`src/rtl/mem_access_ctrl_pkg.sv`:
```
// Shared types and constants for the load/store memory sequencer.
// Size codes, FSM states and the latched request bundle.
package mem_access_ctrl_pkg;

    localparam logic [1:0] SIZE_BYTE = 2'b00;
    localparam logic [1:0] SIZE_HALF = 2'b01;
    localparam logic [1:0] SIZE_WORD = 2'b10;

    localparam int unsigned DEFAULT_TIMEOUT = 255;

    typedef enum logic [2:0] {
        IDLE,
        READ,
        RMW_RD,
        RMW_WR,
        WRITE,
        RESP
    } state_t;

    typedef struct packed {
        logic        we;
        logic [1:0]  size;
        logic        uns;
        logic [31:0] addr;
        logic [31:0] wdata;
    } req_t;

    // Size 11 is never a legal access, so it is folded in here.
    function automatic logic misaligned(
        input logic [1:0] size,
        input logic [1:0] lo
    );
        return (size == SIZE_HALF && lo[0])
            || (size == SIZE_WORD && lo != 2'b00)
            || (size == 2'b11);
    endfunction

endpackage

```
`src/rtl/mem_access_ctrl_if.sv`:
```
// Word-wide data memory bus with a variable-latency ready handshake.
// master = sequencer side, slave = memory side.
interface mem_access_ctrl_if;

    logic        mem_req;
    logic        mem_we;
    logic [31:0] mem_addr;
    logic [31:0] mem_wdata;
    logic [31:0] mem_rdata;
    logic        mem_ready;

    modport master (
        output mem_req,
        output mem_we,
        output mem_addr,
        output mem_wdata,
        input  mem_rdata,
        input  mem_ready
    );

    modport slave (
        input  mem_req,
        input  mem_we,
        input  mem_addr,
        input  mem_wdata,
        output mem_rdata,
        output mem_ready
    );

endinterface

```
`src/rtl/mem_access_ctrl_lane_unit.sv`:
```
// Little-endian lane merge for sub-word stores and lane extract
// with sign/zero extension for sub-word loads.
module mem_access_ctrl_lane_unit
    import mem_access_ctrl_pkg::*;
(
    input  logic [1:0]  addr_lo,
    input  logic [1:0]  size,
    input  logic        uns,
    input  logic [31:0] wdata,
    input  logic [31:0] rdata,
    output logic [31:0] merged,
    output logic [31:0] extracted
);

    logic [4:0]  bsh;
    logic [4:0]  hsh;
    logic [7:0]  b;
    logic [15:0] h;

    assign bsh = {addr_lo, 3'b000};
    assign hsh = {addr_lo[1], 4'b0000};
    assign b   = rdata[bsh +: 8];
    assign h   = rdata[hsh +: 16];

    always_comb begin
        merged    = rdata;
        extracted = rdata;
        unique case (1'b1)
            size == SIZE_BYTE: begin
                merged[bsh +: 8] = wdata[7:0];
                extracted = {{24{b[7] & ~uns}}, b};
            end
            size == SIZE_HALF: begin
                merged[hsh +: 16] = wdata[15:0];
                extracted = {{16{h[15] & ~uns}}, h};
            end
            default: begin
                merged    = wdata;
                extracted = rdata;
            end
        endcase
    end

endmodule

```
`src/rtl/mem_access_ctrl.sv`:
```
// Multicycle load/store sequencer: RMW for sub-word stores, lane
// extract for loads, misalignment and watchdog errors.
module mem_access_ctrl
    import mem_access_ctrl_pkg::*;
#(
    parameter int unsigned TIMEOUT_CYCLES = DEFAULT_TIMEOUT
) (
    input  logic               clk,
    input  logic               rst_n,
    input  logic               cpu_req,
    input  logic               cpu_we,
    input  logic [1:0]         cpu_size,
    input  logic               cpu_unsigned,
    input  logic [31:0]        cpu_addr,
    input  logic [31:0]        cpu_wdata,
    output logic               cpu_ack,
    output logic [31:0]        cpu_rdata,
    output logic               cpu_err,
    output logic               busy,
    mem_access_ctrl_if.master  mem
);

    localparam logic [31:0] TLIM = 32'(TIMEOUT_CYCLES);

    state_t      state_q, state_d;
    req_t        req_q, req_d;
    logic [31:0] mwdata_q, mwdata_d;
    logic [31:0] rdata_q, rdata_d;
    logic        err_q, err_d;
    logic [31:0] tcnt_q, tcnt_d;

    logic [31:0] merged;
    logic [31:0] extracted;
    logic        tmo;
    logic        in_mem;
    logic        mis;
    logic        go_rd, go_wr, go_rmw;

    mem_access_ctrl_lane_unit u_lane (
        .addr_lo   (req_q.addr[1:0]),
        .size      (req_q.size),
        .uns       (req_q.uns),
        .wdata     (req_q.wdata),
        .rdata     (mem.mem_rdata),
        .merged    (merged),
        .extracted (extracted)
    );

    assign in_mem = (state_q == READ) || (state_q == RMW_RD)
                 || (state_q == RMW_WR) || (state_q == WRITE);

    // Fires on the last allowed waiting cycle, so mem_req is held for
    // exactly TIMEOUT_CYCLES cycles before being dropped.
    assign tmo = (TLIM != 32'd0) && (tcnt_q == TLIM - 32'd1);

    assign mis    = misaligned(cpu_size, cpu_addr[1:0]);
    assign go_rd  = !mis && !cpu_we;
    assign go_wr  = !mis && cpu_we && (cpu_size == SIZE_WORD);
    assign go_rmw = !mis && cpu_we && (cpu_size != SIZE_WORD);

    assign mem.mem_req   = in_mem;
    assign mem.mem_we    = (state_q == WRITE) || (state_q == RMW_WR);
    assign mem.mem_addr  = {req_q.addr[31:2], 2'b00};
    assign mem.mem_wdata = mwdata_q;

    assign busy      = (state_q != IDLE);
    assign cpu_ack   = (state_q == RESP);
    assign cpu_rdata = cpu_ack ? rdata_q : 32'd0;
    assign cpu_err   = cpu_ack & err_q;

    always_ff @(posedge clk) begin
        if (!rst_n) begin
            state_q  <= IDLE;
            req_q    <= '0;
            mwdata_q <= '0;
            rdata_q  <= '0;
            err_q    <= 1'b0;
            tcnt_q   <= '0;
        end else begin
            state_q  <= state_d;
            req_q    <= req_d;
            mwdata_q <= mwdata_d;
            rdata_q  <= rdata_d;
            err_q    <= err_d;
            tcnt_q   <= tcnt_d;
        end
    end

    always_comb begin
        state_d  = state_q;
        req_d    = req_q;
        mwdata_d = mwdata_q;
        rdata_d  = rdata_q;
        err_d    = err_q;
        tcnt_d   = tcnt_q;
        unique case (state_q)
            IDLE: begin
                if (cpu_req) begin
                    req_d.we    = cpu_we;
                    req_d.size  = cpu_size;
                    req_d.uns   = cpu_unsigned;
                    req_d.addr  = cpu_addr;
                    req_d.wdata = cpu_wdata;
                    mwdata_d    = cpu_wdata;
                    rdata_d     = '0;
                    err_d       = 1'b0;
                    tcnt_d      = '0;
                    unique case (1'b1)
                        mis: begin
                            err_d   = 1'b1;
                            state_d = RESP;
                        end
                        go_rd:  state_d = READ;
                        go_wr:  state_d = WRITE;
                        go_rmw: state_d = RMW_RD;
                        default: state_d = IDLE;
                    endcase
                end
            end
            READ, RMW_RD, RMW_WR, WRITE: begin
                if (mem.mem_ready) begin
                    tcnt_d = '0;
                    if (state_q == READ) begin
                        rdata_d = extracted;
                        state_d = RESP;
                    end else if (state_q == RMW_RD) begin
                        mwdata_d = merged;
                        state_d  = RMW_WR;
                    end else begin
                        state_d = RESP;
                    end
                end else if (tmo) begin
                    // A timed-out RMW read never reaches the write.
                    tcnt_d  = '0;
                    err_d   = 1'b1;
                    rdata_d = '0;
                    state_d = RESP;
                end else begin
                    tcnt_d = tcnt_q + 32'd1;
                end
            end
            RESP: state_d = IDLE;
            default: state_d = IDLE;
        endcase
    end

endmodule
```
`src/flat_wrapper.sv`:
```
// flat-port wrapper written by rule: the top's interface ports become plain ports
module mem_access_ctrl_flat import mem_access_ctrl_pkg::*;
#(
    parameter int unsigned TIMEOUT_CYCLES = DEFAULT_TIMEOUT
)
  (clk, rst_n, cpu_req, cpu_we, cpu_size, cpu_unsigned, cpu_addr, cpu_wdata, cpu_ack, cpu_rdata, cpu_err, busy, mem_mem_req, mem_mem_we, mem_mem_addr, mem_mem_wdata, mem_mem_rdata, mem_mem_ready);
  mem_access_ctrl_if mem_i ();
  input  logic clk;
  input  logic rst_n;
  input  logic cpu_req;
  input  logic cpu_we;
  input  logic [1:0] cpu_size;
  input  logic cpu_unsigned;
  input  logic [31:0] cpu_addr;
  input  logic [31:0] cpu_wdata;
  output logic cpu_ack;
  output logic [31:0] cpu_rdata;
  output logic cpu_err;
  output logic busy;
  output wire logic [$bits(mem_i.mem_req)-1:0] mem_mem_req;
  output wire logic [$bits(mem_i.mem_we)-1:0] mem_mem_we;
  output wire logic [$bits(mem_i.mem_addr)-1:0] mem_mem_addr;
  output wire logic [$bits(mem_i.mem_wdata)-1:0] mem_mem_wdata;
  input wire logic [$bits(mem_i.mem_rdata)-1:0] mem_mem_rdata;
  input wire logic [$bits(mem_i.mem_ready)-1:0] mem_mem_ready;
  assign mem_mem_req = mem_i.mem_req;
  assign mem_mem_we = mem_i.mem_we;
  assign mem_mem_addr = mem_i.mem_addr;
  assign mem_mem_wdata = mem_i.mem_wdata;
  assign mem_i.mem_rdata = mem_mem_rdata;
  assign mem_i.mem_ready = mem_mem_ready;
  mem_access_ctrl #(.TIMEOUT_CYCLES(TIMEOUT_CYCLES)) u_core (.clk(clk), .rst_n(rst_n), .cpu_req(cpu_req), .cpu_we(cpu_we), .cpu_size(cpu_size), .cpu_unsigned(cpu_unsigned), .cpu_addr(cpu_addr), .cpu_wdata(cpu_wdata), .cpu_ack(cpu_ack), .cpu_rdata(cpu_rdata), .cpu_err(cpu_err), .busy(busy), .mem(mem_i));
endmodule
```
`config.mk`:
```
export PLATFORM = sky130hd
export DESIGN_NAME = mem_access_ctrl_flat
export DESIGN_NICKNAME = d
export VERILOG_FILES = /design/src/rtl/mem_access_ctrl_pkg.sv /design/src/rtl/mem_access_ctrl_if.sv /design/src/rtl/mem_access_ctrl_lane_unit.sv /design/src/rtl/mem_access_ctrl.sv /design/src/flat_wrapper.sv
export SDC_FILE = /design/constraint.sdc
export NUM_CORES = 1
export LEC_CHECK = 0
export CAP_MARGIN = 20
export CORE_AREA = 2 2 168 170
export CTS_CLUSTER_DIAMETER = 80
export CTS_CLUSTER_SIZE = 20
export DETAILED_ROUTE_END_ITERATION = 8
export DIE_AREA = 0 0 170 172
export HOLD_SLACK_MARGIN = 0.12
export PLACE_DENSITY_LB_ADDON = 0.3
export SYNTH_ARGS = -nofsm -noshare
export SYNTH_HDL_FRONTEND = slang
export SYNTH_HIERARCHICAL = 1
export SYNTH_SLANG_ARGS = --single-unit
```
`constraint.sdc`:
```
create_clock -name clk -period 2.2 [get_ports clk]
set_input_delay 0.44 -clock clk [delete_from_list [all_inputs] [get_ports clk]]
set_output_delay 0.44 -clock clk [all_outputs]
set_load 0.005 [all_outputs]
```
==> metrics.cfg <==
[floorplan]
dieArea_sq_um=29200
rows=61
start_util=0.334
die_h_um=172
num_io_pins=205
coreArea_sq_um=27500
die_w_um=170

[clock_tree]
clk_pin_slew_ns=0.07
clock_sinks=167
cts_tree=yes
clock_path_buffers=2
root_buffer=clkbuf_16
htree_levels=4
worstSkewPairLatency_ns=0.44
cts_buffers=17

[timing]
clock_skew_ns=0.0116
fmax_mhz=464
drv_slew=0
fin_hold_ws_ns=0.464
tightestPinTransition_ns=0.525
rsz0062_at_grt=no
tns_ns=0
period_minus_slack_ns=2.16
post-route-period-util=0.980
relSlewSlack=0.650
finalHoldViolations=0
setup_viol_count_final=0

[power]
p_leak_nw=5.07
cellPowerDensity_nw_per_um2=925
power.total_mw=11.5
ir_worst_vdd_mv=0.539

[worst_setup_path]
crit_type=reg2reg
cp.required_ns=2.58
startpoint=u_core/req_q[33]
timing.rr.start=u_core/req_q[33]
worstSetupStartpointType=register
cp_max_fo=11
end_kind=register
cp.arrival_ns=2.54

[synth]
synth_edf_count=0
synth.distinct_cells=68
yosys-top-cells-area=dfxtp_1, nand2_1, a21boi_0
syn_inst=1077
yosysMostFrequentCell=nand2_1
synth_top_area_frac=0.365
ys_seq_elements=167
synth-async-reset-ratio=0
seq_area_frac_synth=0.365
yosys_warnings=6
synth_area_per_cell_sq_um=8.51
ys_top_cells_by_count=nand2_1, dfxtp_1, a21boi_0, a22o_1, nor2_1
synth_area_sq_um=9170
yosysTopAreaCell=dfxtp_1
ys.flop_type=dfxtp_1

[placed_design]
place.gp.congestion=0.901
dpl.hpwl_um=22500
port_buffers=202
placed_cells=1587

[worst_hold_path]
hp-class=reg2reg
holdCritStartpoint=u_core/mem.mem_addr[2]

[detailed_routing]
wl_per_cell_um=18.9
drcViolationCount=0
highest_layer=met5
route.final.wire_length_um=30700
wl_met3_um=2110
wl_met1_um=14100
wl_met2_um=13800
first_pass_iters=6
ant_nets=0
vias=8644
drt_iter0_markers=836
vias_per_cell=5.31

[grt]
grt_pass1_wl_um=47200
antenna_found_initial=4
grt_pass1_vias=8175
grt_remaining_overflow=0
grt_max_degree=82
track_usage=0.209

[finish]
area_growth_pct=36.0
fill_cells=2732
layout-drive-gt1-share=0.127
final_util=0.454
nNetsFinal=1379
fin_cells=1628

[flow_run]
drv_cap=0

[outcome]
status=finished clean

[path summary, 6_finish.rpt]
path / end / slack (ns) / depth (start not counted)
worst min register to register: u_core/mem.mem_addr[2] / 0.46 / 2
worst min-delay path: u_core/mem.mem_addr[2] / 0.46 / 2
worst max register to register: u_core/mem.mem_wdata[11] / 0.04 / 8
worst max-delay path: u_core/mem.mem_wdata[11] / 0.04 / 8
[worst max-delay path, stage by stage, from the launching register on]
cell     delay [ns]
dfxtp_4        0.38
inv_4          0.15
ha_1           0.26
or4bb_4        0.59
nor2_8         0.21
a221o_1        0.22
mux2i_1        0.09
nand2_1        0.08
o211a_1        0.13
[cells by family after synthesis]
logic type	count (synthesis)	share of synthesized area
DFF	167	0.365
buffers and inverters	131	0.0775
AOI/OAI and AO/OA	264	0.235
other	1	0.000409
and+or+nand+nor	419	0.219
xor gates and xnor gates	30	0.0287
muxes	58	0.0651
adders and majority gates	7	0.00955
[flip-flops by register name, indices dropped and copies added, names as in the netlist]
register              count
u_core/req_q             37
u_core/mem.mem_addr      30
u_core/tcnt_q            32
u_core/err_q              1
u_core/state_q            3
u_core/rdata_q           32
u_core/mem.mem_wdata     32
[cells in the final DEF, fill, tap and decap left out, types with 6 or more instances in the layout]
cell,count
clkdlybuf4s50_1,165
nand4_1,17
mux2i_1,47
and3_1,8
and2_1,38
nor2_1,47
a22oi_1,12
and4_1,6
o21ai_0,22
a221o_1,15
o211ai_1,6
clkbuf_16,18
ha_1,6
a21oi_1,11
mux2_2,9
nor4_1,14
buf_4,68
xnor2_1,16
inv_1,16
a21boi_0,67
nor2b_1,17
o211a_1,32
a41oi_1,8
a22o_1,54
dfxtp_1,162
dlygate4sd2_1,33
o221ai_1,17
buf_12,13
nand3_1,12
nor3_1,9
nand2_1,219
xor2_1,14
[metrics by stage]
| stage | instance area [sq um] | worst slack, ns |
|---|---|---|
| 5_1_grt | 12500 | 0.00216 |
| 4_1_cts | 12400 | 0.0175 |
| 2_1_floorplan | 9170 | 0.0284 |
| 6_report | 12500 | 0.0449 |
| 3_5_place_dp | 11700 | 0.0325 |
| 3_3_place_gp | 11700 | 0.0118 |
[routing by layer]
metal	global-route usage	vias to the layer above
met5	0	-
met4	0.0717	4
met3	0.0549	47
met2	0.322	286
met1	0.282	4116
li1	-	4191
[power by group]
| group | total (mW) | switching [mW] | internal (mW) |
|---|---|---|---|
| sequential | 3.81 | 0.332 | 3.48 |
| clock | 3.15 | 1.36 | 1.79 |
| combinational | 4.57 | 2.33 | 2.24 |
| total | 11.5 | 4.02 | 7.51 |
[layout make-up]
type                       count  area [sq um]  share of cell area
antenna                        2          5.00            0.000401
clock buffer                  17           425              0.0341
clock inverter                14           175              0.0141
inverter                      17          66.3             0.00532
multi-input combinational    780          5200               0.418
sequential                   167          3360               0.269
tap                          346           433              0.0347
timing repair buffer         285          2800               0.225
[timing repair]
action,CTS,global route
endpoints found under the setup margin,37,41
pin swaps,0,4
buffers inserted,5,1
hold buffers,0,0
hold endpoints to repair,0,0
cloned,1,1
resized for setup,44,14
Note: power is estimated with default switching activity, not from simulation.
